===== src/rtl/lsu_pkg.sv =====
// lsu_pkg: shared width codes, fault causes and FSM states for the load/store unit
package lsu_pkg;
    localparam logic [2:0] F3_B  = 3'b000;
    localparam logic [2:0] F3_H  = 3'b001;
    localparam logic [2:0] F3_W  = 3'b010;
    localparam logic [2:0] F3_BU = 3'b100;
    localparam logic [2:0] F3_HU = 3'b101;

    localparam logic [1:0] CAUSE_NONE     = 2'd0;
    localparam logic [1:0] CAUSE_MISALIGN = 2'd1;
    localparam logic [1:0] CAUSE_RANGE    = 2'd2;
    localparam logic [1:0] CAUSE_ILLEGAL  = 2'd3;

    typedef enum logic [1:0] {IDLE, WAIT, RESP} state_t;
endpackage


===== src/rtl/lsu_load_align.sv =====
// lsu_load_align: pick the addressed byte/half out of a read word and extend it
module lsu_load_align
    import lsu_pkg::*;
(
    input  logic [31:0] word_i,
    input  logic [1:0]  offset_i,
    input  logic [2:0]  funct3_i,
    output logic [31:0] data_o
);
    logic [31:0] sh;

    // word loads are always aligned, so the shifted word doubles as the W result
    assign sh = word_i >> {offset_i, 3'b000};

    // extend the selected lane according to the load width
    always_comb
        data_o = funct3_i == F3_B  ? {{24{sh[7]}}, sh[7:0]}   :
                 funct3_i == F3_H  ? {{16{sh[15]}}, sh[15:0]} :
                 funct3_i == F3_BU ? {24'd0, sh[7:0]}         :
                 funct3_i == F3_HU ? {16'd0, sh[15:0]}        : sh;
endmodule


===== src/rtl/lsu.sv =====
// lsu: load/store unit between the core MEM stage and a byte-enabled data memory
module lsu
    import lsu_pkg::*;
#(
    parameter int MEMORY_SIZE  = 12288,
    parameter int ADDR_WIDTH   = $clog2(MEMORY_SIZE),
    parameter int READ_LATENCY = 2
) (
    input  logic                  clk,
    input  logic                  rst_n,
    input  logic                  req_valid,
    output logic                  req_ready,
    input  logic                  req_we,
    input  logic [2:0]            req_funct3,
    input  logic [31:0]           req_addr,
    input  logic [31:0]           req_wdata,
    output logic                  rsp_valid,
    output logic [31:0]           rsp_rdata,
    output logic                  rsp_fault,
    output logic [1:0]            rsp_cause,
    output logic [ADDR_WIDTH-1:0] mem_addr,
    output logic                  mem_we,
    output logic                  mem_re,
    output logic [3:0]            mem_byteena,
    output logic [31:0]           mem_wdata,
    input  logic [31:0]           mem_rdata
);
    localparam int CW = $clog2(READ_LATENCY + 1);

    state_t          state_q;
    logic [CW-1:0]   cnt_q;
    logic [1:0]      off_q;
    logic [2:0]      f3_q;
    logic            accept, illegal, misalign, range, good;
    logic [1:0]      cause;
    logic [3:0]      mask;
    logic [31:0]     load_data;

    assign req_ready = rst_n && state_q == IDLE;
    assign accept    = req_valid && req_ready;

    // classify the request; illegal width wins over misalignment, which wins over range
    always_comb begin
        illegal  = req_we ? req_funct3 > F3_W : (req_funct3 == 3'b011 || req_funct3[2:1] == 2'b11);
        misalign = (req_funct3[1:0] == 2'b01 && req_addr[0]) || (req_funct3[1:0] == 2'b10 && req_addr[1:0] != 2'b00);
        range    = req_addr >= 32'(MEMORY_SIZE);
        cause    = illegal ? CAUSE_ILLEGAL : misalign ? CAUSE_MISALIGN : range ? CAUSE_RANGE : CAUSE_NONE;
        good     = accept && cause == CAUSE_NONE;
    end

    // drive the memory port straight from the request; strobes only for good accepts
    always_comb begin
        mask        = req_funct3[1:0] == 2'b00 ? 4'b0001 << req_addr[1:0] :
                      req_funct3[1:0] == 2'b01 ? 4'b0011 << req_addr[1:0] : 4'b1111;
        mem_addr    = req_addr[ADDR_WIDTH-1:0];
        mem_we      = good && req_we;
        mem_re      = good && !req_we;
        mem_byteena = good ? mask : 4'b0000;
        mem_wdata   = req_funct3[1:0] == 2'b00 ? {4{req_wdata[7:0]}}  :
                      req_funct3[1:0] == 2'b01 ? {2{req_wdata[15:0]}} : req_wdata;
    end

    lsu_load_align u_align (
        .word_i   (mem_rdata),
        .offset_i (off_q),
        .funct3_i (f3_q),
        .data_o   (load_data)
    );

    // sequence each access: wait out the read latency for loads, then pulse one response
    always_ff @(posedge clk) begin
        if (!rst_n) begin
            state_q   <= IDLE;
            cnt_q     <= '0;
            off_q     <= 2'b00;
            f3_q      <= 3'b000;
            rsp_valid <= 1'b0;
            rsp_rdata <= 32'd0;
            rsp_fault <= 1'b0;
            rsp_cause <= CAUSE_NONE;
        end else begin
            rsp_valid <= 1'b0;
            case (state_q)
                IDLE: if (accept) begin
                    off_q <= req_addr[1:0];
                    f3_q  <= req_funct3;
                    if (good && !req_we) begin
                        state_q <= WAIT;
                        cnt_q   <= CW'(READ_LATENCY - 1);
                    end else begin
                        state_q   <= RESP;
                        rsp_valid <= 1'b1;
                        rsp_rdata <= 32'd0;
                        rsp_fault <= cause != CAUSE_NONE;
                        rsp_cause <= cause;
                    end
                end
                WAIT: if (cnt_q != '0) begin
                    cnt_q <= cnt_q - 1'b1;
                end else begin
                    state_q   <= RESP;
                    rsp_valid <= 1'b1;
                    rsp_rdata <= load_data;
                    rsp_fault <= 1'b0;
                    rsp_cause <= CAUSE_NONE;
                end
                RESP: state_q <= IDLE;
                default: state_q <= IDLE;
            endcase
        end
    end
endmodule


===== config.mk =====
export PLATFORM = sky130hd
export DESIGN_NAME = lsu
export DESIGN_NICKNAME = d
export VERILOG_FILES = /design/src/rtl/lsu_pkg.sv /design/src/rtl/lsu_load_align.sv /design/src/rtl/lsu.sv
export SDC_FILE = /design/constraint.sdc
export NUM_CORES = 1
export LEC_CHECK = 0
export CAP_MARGIN = 20
export CORE_MARGIN = 10
export CORE_UTILIZATION = 37
export CTS_BUF_LIST = sky130_fd_sc_hd__clkbuf_16
export DETAILED_ROUTE_END_ITERATION = 16
export GPL_ROUTABILITY_DRIVEN = 1
export MAX_ROUTING_LAYER = met4
export PLACE_DENSITY_LB_ADDON = 0.3
export REMOVE_ABC_BUFFERS = 1
export SYNTH_ARGS = -nofsm -noshare
export SYNTH_HDL_FRONTEND = slang
export SYNTH_SLANG_ARGS = --single-unit

===== constraint.sdc =====
create_clock -name clk -period 2.5 [get_ports clk]
set_input_delay 0.25 -clock clk [delete_from_list [all_inputs] [get_ports clk]]
set_output_delay 0.25 -clock clk [all_outputs]
set_load 0.01 [all_outputs]

Word-level counts from Yosys, hierarchy flattened
Cells that the tools add are included.
- reductions and logical operators: 22
- $lt $le $gt $ge: 2
- $add $sub $neg: 1
- shift-type cells: 3
- mux-type cells: 37
- equality and inequality tests: 13
- operator list (operator ; number):
    2-to-1 mux 32 bit ; 9
    case mux 32 bit (2 select lines) ; 1
    greater-or-equal comparator 32 x 14 -> 1 bit, second input constant ; 1
    right shift 32 x 5 -> 32 bit ; 1
    2-to-1 mux 2 bit ; 12
    2-to-1 mux 4 bit ; 3
    case mux 2 bit (2 select lines) ; 3
    inequality test 2 bit, second input constant ; 5
    AND reduction 4 bit ; 2
    nonzero test 2 bit ; 4
    logical AND 1 bit ; 7
    2-to-1 mux 1 bit ; 7
    equality test 3 bit, second input constant ; 2
    zero test 2 bit ; 3
    equality test 2 x 1 -> 1 bit, second input constant ; 2
    equality test 2 bit, second input constant ; 2
    case mux 1 bit (2 select lines) ; 2
    AND reduction 2 bit ; 2
    << shifter 1 x 2 -> 4 bit, first input constant ; 1
    << shifter 2 x 2 -> 4 bit, first input constant ; 1
    equality test 3 x 1 -> 1 bit, second input constant ; 1
    equality test 3 x 2 -> 1 bit, second input constant ; 1
    > comparator 3 x 2 -> 1 bit, second input constant ; 1
    zero test 3 bit ; 1
    3 further kinds ; 4
- input bits: 103
- output and inout port bits: 89
- register bits: 45
- word-level logic and storage cells: 86

Depth between registers and ports, before layout
- word-level depth: 11
- mapped depth: 8

Cells and area by module
A second synthesis with hierarchy kept.
- cell total of the unflattened synthesis: 422
- area total of the unflattened synthesis: 3193.1 um2
- by module, submodules not included (module ; seq. area each (um2) ; area each (um2) ; instances ; cells an instance):
    lsu ; 900.9 ; 2443.6 ; 1 ; 305
    lsu_load_align ; 0.0 ; 749.5 ; 1 ; 117

Least setup slack after synthesis
Ideal clock, no wire load.
- path kind: input to output
- from: input port req_addr[23]
- to: output port mem_we
- path buffers: 0
- required time: 2.250 ns
- cell stages on the path: 5
- arrival: 1.672 ns
- slack: 0.578 ns
- cells stage by stage: or4_4 > nand4b_4 > or2_2 > nor2b_1 > and2_1
- word-level cells in the longest chain between the ends: 7
- RTL lines (element ; RTL line ; text):
    start, declared ; lsu.sv:15 ; input logic [31:0] req_addr,
    greater-or-equal comparator 32 x 14 -> 1 bit ; lsu.sv:46 ; range = req_addr >= 32'(MEMORY_SIZE);
    2-to-1 mux 2 bit (3 in a row) ; lsu.sv:47 ; cause = illegal ? CAUSE_ILLEGAL : misalign ? CAUSE_MISALIGN : range ? CAUSE_RANGE : CAUSE_NONE;
    zero test 2 bit ; lsu.sv:48 ; good = accept && cause == CAUSE_NONE;
    logical AND 1 bit ; lsu.sv:48 ;
    logical AND 1 bit ; lsu.sv:56 ; mem_we = good && req_we;
    end, declared ; lsu.sv:22 ; output logic mem_we,
No other way between the ends.

Worst setup path in the final report
- from: input port req_funct3[1]
- to: output port mem_wdata[18]
- word-level cells in the longest chain between the ends: 3
- elaborated cells on any way between the ends: 4
- classes of those cells: 1 x eq/ne; 2 x mux; 1 x reduce/logical
- RTL lines (element ; RTL line ; text):
    start, declared ; lsu.sv:14 ; input logic [2:0] req_funct3,
    equality test 2 x 1 -> 1 bit ; lsu.sv:60 ; req_funct3[1:0] == 2'b01 ? {2{req_wdata[15:0]}} : req_wdata;
    2-to-1 mux 32 bit ; lsu.sv:60 ;
    2-to-1 mux 32 bit (*) ; lsu.sv:59 ; mem_wdata = req_funct3[1:0] == 2'b00 ? {4{req_wdata[7:0]}} :
    end, declared ; lsu.sv:25 ; output logic [31:0] mem_wdata,
Mark *: on every way between the ends. The rest lies on a longest branch, timed or not.

==> impl_metrics.csv <==
group,metric,value,unit
layout,layout-drive-gt1-share,18.73,%
layout,syn_to_final_growth,67.56,%
critical_path,critPathKind,"primary input to output pin",
cts,cts_tree,"built",
place,place_inst,597,
logic_synthesis,yosys_most_used_dff,"dfxtp_1",
sta,fin_ws,95.77,ps
cts,insertion_delay,280,ps
layout,antenna_cells,0,
sta,min_period,2404,ps
floorplanning,fp.coreArea,7727,um2
cts,cts-root-buf,"clkbuf_16",
critical_path,worstPathArrival,2150,ps
critical_path,crit_required,2250,ps
sta,period_share,96.17,%
place,portBuffers,171,
sta,drv_slew,0,
logic_synthesis,ys_seq_elements,45,
logic_synthesis,synth_area_per_cell,8.925,um2
global_route,grt_pass1_vias,3426,
cts,cts.sinks,45,
layout,final_cells,604,
place,dp_slack,-329.4,ps
layout,nFillCells,675,
global_route,grt_max_degree,32,
layout,layout.nets,611,
logic_synthesis,syn-cell-area,2954,um2
routing,routedWlPerCell,18.54,um
place,hpwl,9079,um
sta,fmax,0.4159,GHz
logic_synthesis,synth.distinct_cells,49,
critical_path,r2r-start,"off_q[1]$_SDFFE_PN0P_",
routing,post-route-drc-count,0,
run_status,outcome,"finished clean",
floorplanning,start_util,38.23,%
power_and_ir_drop,p_leak,1.920,nW
critical_path,critPathLaunch,"req_funct3[1]",
logic_synthesis,async_reset_ff_share,0,%
layout,post-route-util,64.05,%
sta,setup_viol,0,
power_and_ir_drop,power.density,397.6,nW/um2
logic_synthesis,synthCells,331,
floorplanning,num_rows,32,
cts,cts_buffers,5,
global_route,gr-usage-all-layers,18.67,%
sta,worst_slew_pin_slew,524.2,ps
cts,clk_path_buf_depth,2,
sta,skew,5.401,ps
critical_path,cp-endpoint,"mem_wdata[18]",
place,placedInstanceArea,4815,um2
floorplanning,die_w,109.4,um
critical_path,ff2ff_setup_slack,600,ps
routing,vias,3191,
floorplanning,die_h,109.4,um
power_and_ir_drop,finalPower,1.968,mW
floorplanning,io_pins,192,
sta,hold_viol_final,0,
routing,first_pass_iters,5,
global_route,antenna_found_initial,0,
layout,final_area,4950,um2
logic_synthesis,seq_area_frac_synth,30.50,%
routing,via_per_inst,5.283,
floorplanning,die-area,11960,um2
power_and_ir_drop,vdd_drop_max,248.8,uV
critical_path,critPathLaunchType,"primary input",
routing,ant_nets,0,
logic_synthesis,yosysWarnings,0,
place,gp_congestion,0.8103,
hold_path,hold_class,"flop to flop",
logic_synthesis,synth_edf_count,0,
job,cap_violations,0,
sta,slew_headroom,64.92,%
sta,rsz0062_at_grt,"no",
critical_path,reg2reg_depth,4,
cts,htree_levels,2,
critical_path,path_max_fanout,28,
global_route,grt_pass1_wl,17230,um
global_route,gr-total-overflow,0,
cts,clkTransAtPathRegs,60,ps
routing,wl,11200,um
critical_path,cp-end-kind,"output pin",
critical_path,r2r_end,"rsp_rdata[23]$_SDFFE_PN0P_",
routing,drt_iter0_drc,111,
cell type report:
type	count	area, um2	area share (%)
clock inverters	1	5.005	0.1011
repair buffers	210	2004	40.50
clock buffers	5	125.1	2.528
inverters	5	18.77	0.3792
flip-flops and latches	45	900.9	18.20
well taps	102	127.6	2.578
multi-input cells	236	1768	35.72
repair_timing:
| action | in CTS | in global routing |
|---|---|---|
| gates resized for setup | 21 | 5 |
| setup endpoints to repair | 14 | 5 |
| hold buffers | 0 | 0 |
| setup buffers | 1 | 0 |
| pin swaps | 0 | 2 |
| gates cloned | 0 | 0 |
worst min-delay path by stage:
stage,startpoint,end,depth (start not counted)
2_1_floorplan,req_funct3[0],f3_q[0]$_SDFFE_PN0P_,2
3_3_place_gp,rsp_rdata[16]$_SDFFE_PN0P_,rsp_rdata[16]$_SDFFE_PN0P_,1
3_5_place_dp,rsp_rdata[17]$_SDFFE_PN0P_,rsp_rdata[17]$_SDFFE_PN0P_,1
4_1_cts,rsp_rdata[18]$_SDFFE_PN0P_,rsp_rdata[18]$_SDFFE_PN0P_,1
5_1_grt,rsp_rdata[18]$_SDFFE_PN0P_,rsp_rdata[18]$_SDFFE_PN0P_,1
6_report,rsp_rdata[8]$_SDFFE_PN0P_,rsp_rdata[8]$_SDFFE_PN0P_,1
metal layers:
layer	routed length [um]	track usage, %	vias up
met5	0	-	-
met4	126	4.461	0
met3	1258	8.016	9
met2	5361	31.01	165
met1	4452	20.24	1477
li1	-	-	1540
worst max-delay path, stage by stage:
cell	delay, ps
clkdlybuf4s50_1	560
buf_4	180
buf_4	280
mux2_2	370
clkdlybuf4s50_1	510
cells in the mapped netlist, types with 7 or more instances:
cell type / count / area, um2
nand2_1: 35 / 131.4
a32o_1: 7 / 70.07
buf_4: 22 / 165.2
o2bb2ai_1: 16 / 140.1
mux2_2: 25 / 281.5
mux2i_1: 23 / 230.2
a21oi_1: 26 / 130.1
dfxtp_1: 45 / 900.9
clkbuf_1: 10 / 37.54
o21ai_0: 32 / 160.2
buf_2: 7 / 35.03
nor2_1: 10 / 37.54
report_power, final:
part           internal (mW)  leakage (nW)  switching [mW]
clock network          0.357        0.0655           0.250
registers              0.729         0.364          0.0185
logic                  0.354          1.49           0.261
total                   1.44          1.92           0.529
cells by family after synthesis:
family                   share of synthesized area [%]
multiplexers                                     18.09
AND/OR/NAND/NOR                                  13.38
flip-flops                                       30.50
AO/OA/AOI/OAI                                    25.71
adder cells (fa/ha/maj)                          2.118
buffers and inverters                            10.21
cells in the final DEF, fill, tap and decap left out, types with 2 or more instances in the layout:
| cell type | count |
|---|---|
| nand2_1 | 35 |
| buf_2 | 4 |
| mux2_2 | 25 |
| a22o_2 | 4 |
| ha_1 | 5 |
| nand4_1 | 2 |
| o21a_1 | 5 |
| nor2_1 | 9 |
| clkdlybuf4s50_1 | 162 |
| buf_4 | 38 |
| dfxtp_1 | 45 |
| o2bb2ai_1 | 16 |
| inv_1 | 5 |
| mux2i_1 | 23 |
| a22o_1 | 4 |
| o21ai_0 | 32 |
| nor3_1 | 4 |
| and2_1 | 2 |
| a32o_1 | 7 |
| nor2b_1 | 2 |
| a211oi_1 | 3 |
| nor4_1 | 3 |
| a21oi_1 | 26 |
| clkbuf_16 | 5 |
| and3b_2 | 2 |
| dlymetal6s2s_1 | 3 |
| nand2b_1 | 3 |
| nand3b_1 | 2 |
state kept, by name, summed over array words and instances (netlist names):
register / count
rsp_fault: 1
rsp_rdata: 32
state_q: 2
rsp_valid: 1
cnt_q: 2
rsp_cause: 2
off_q: 2
f3_q: 3
through the flow:
step	TNS (ps)	hold WS, ps
after floorplan	-2463	358.6
after global placement	-2557	443.1
after detailed placement	-2785	447.6
after CTS	0	466.1
after global routing	0	473.0
final	0	463.8
(Power assumes the default switching activity.)
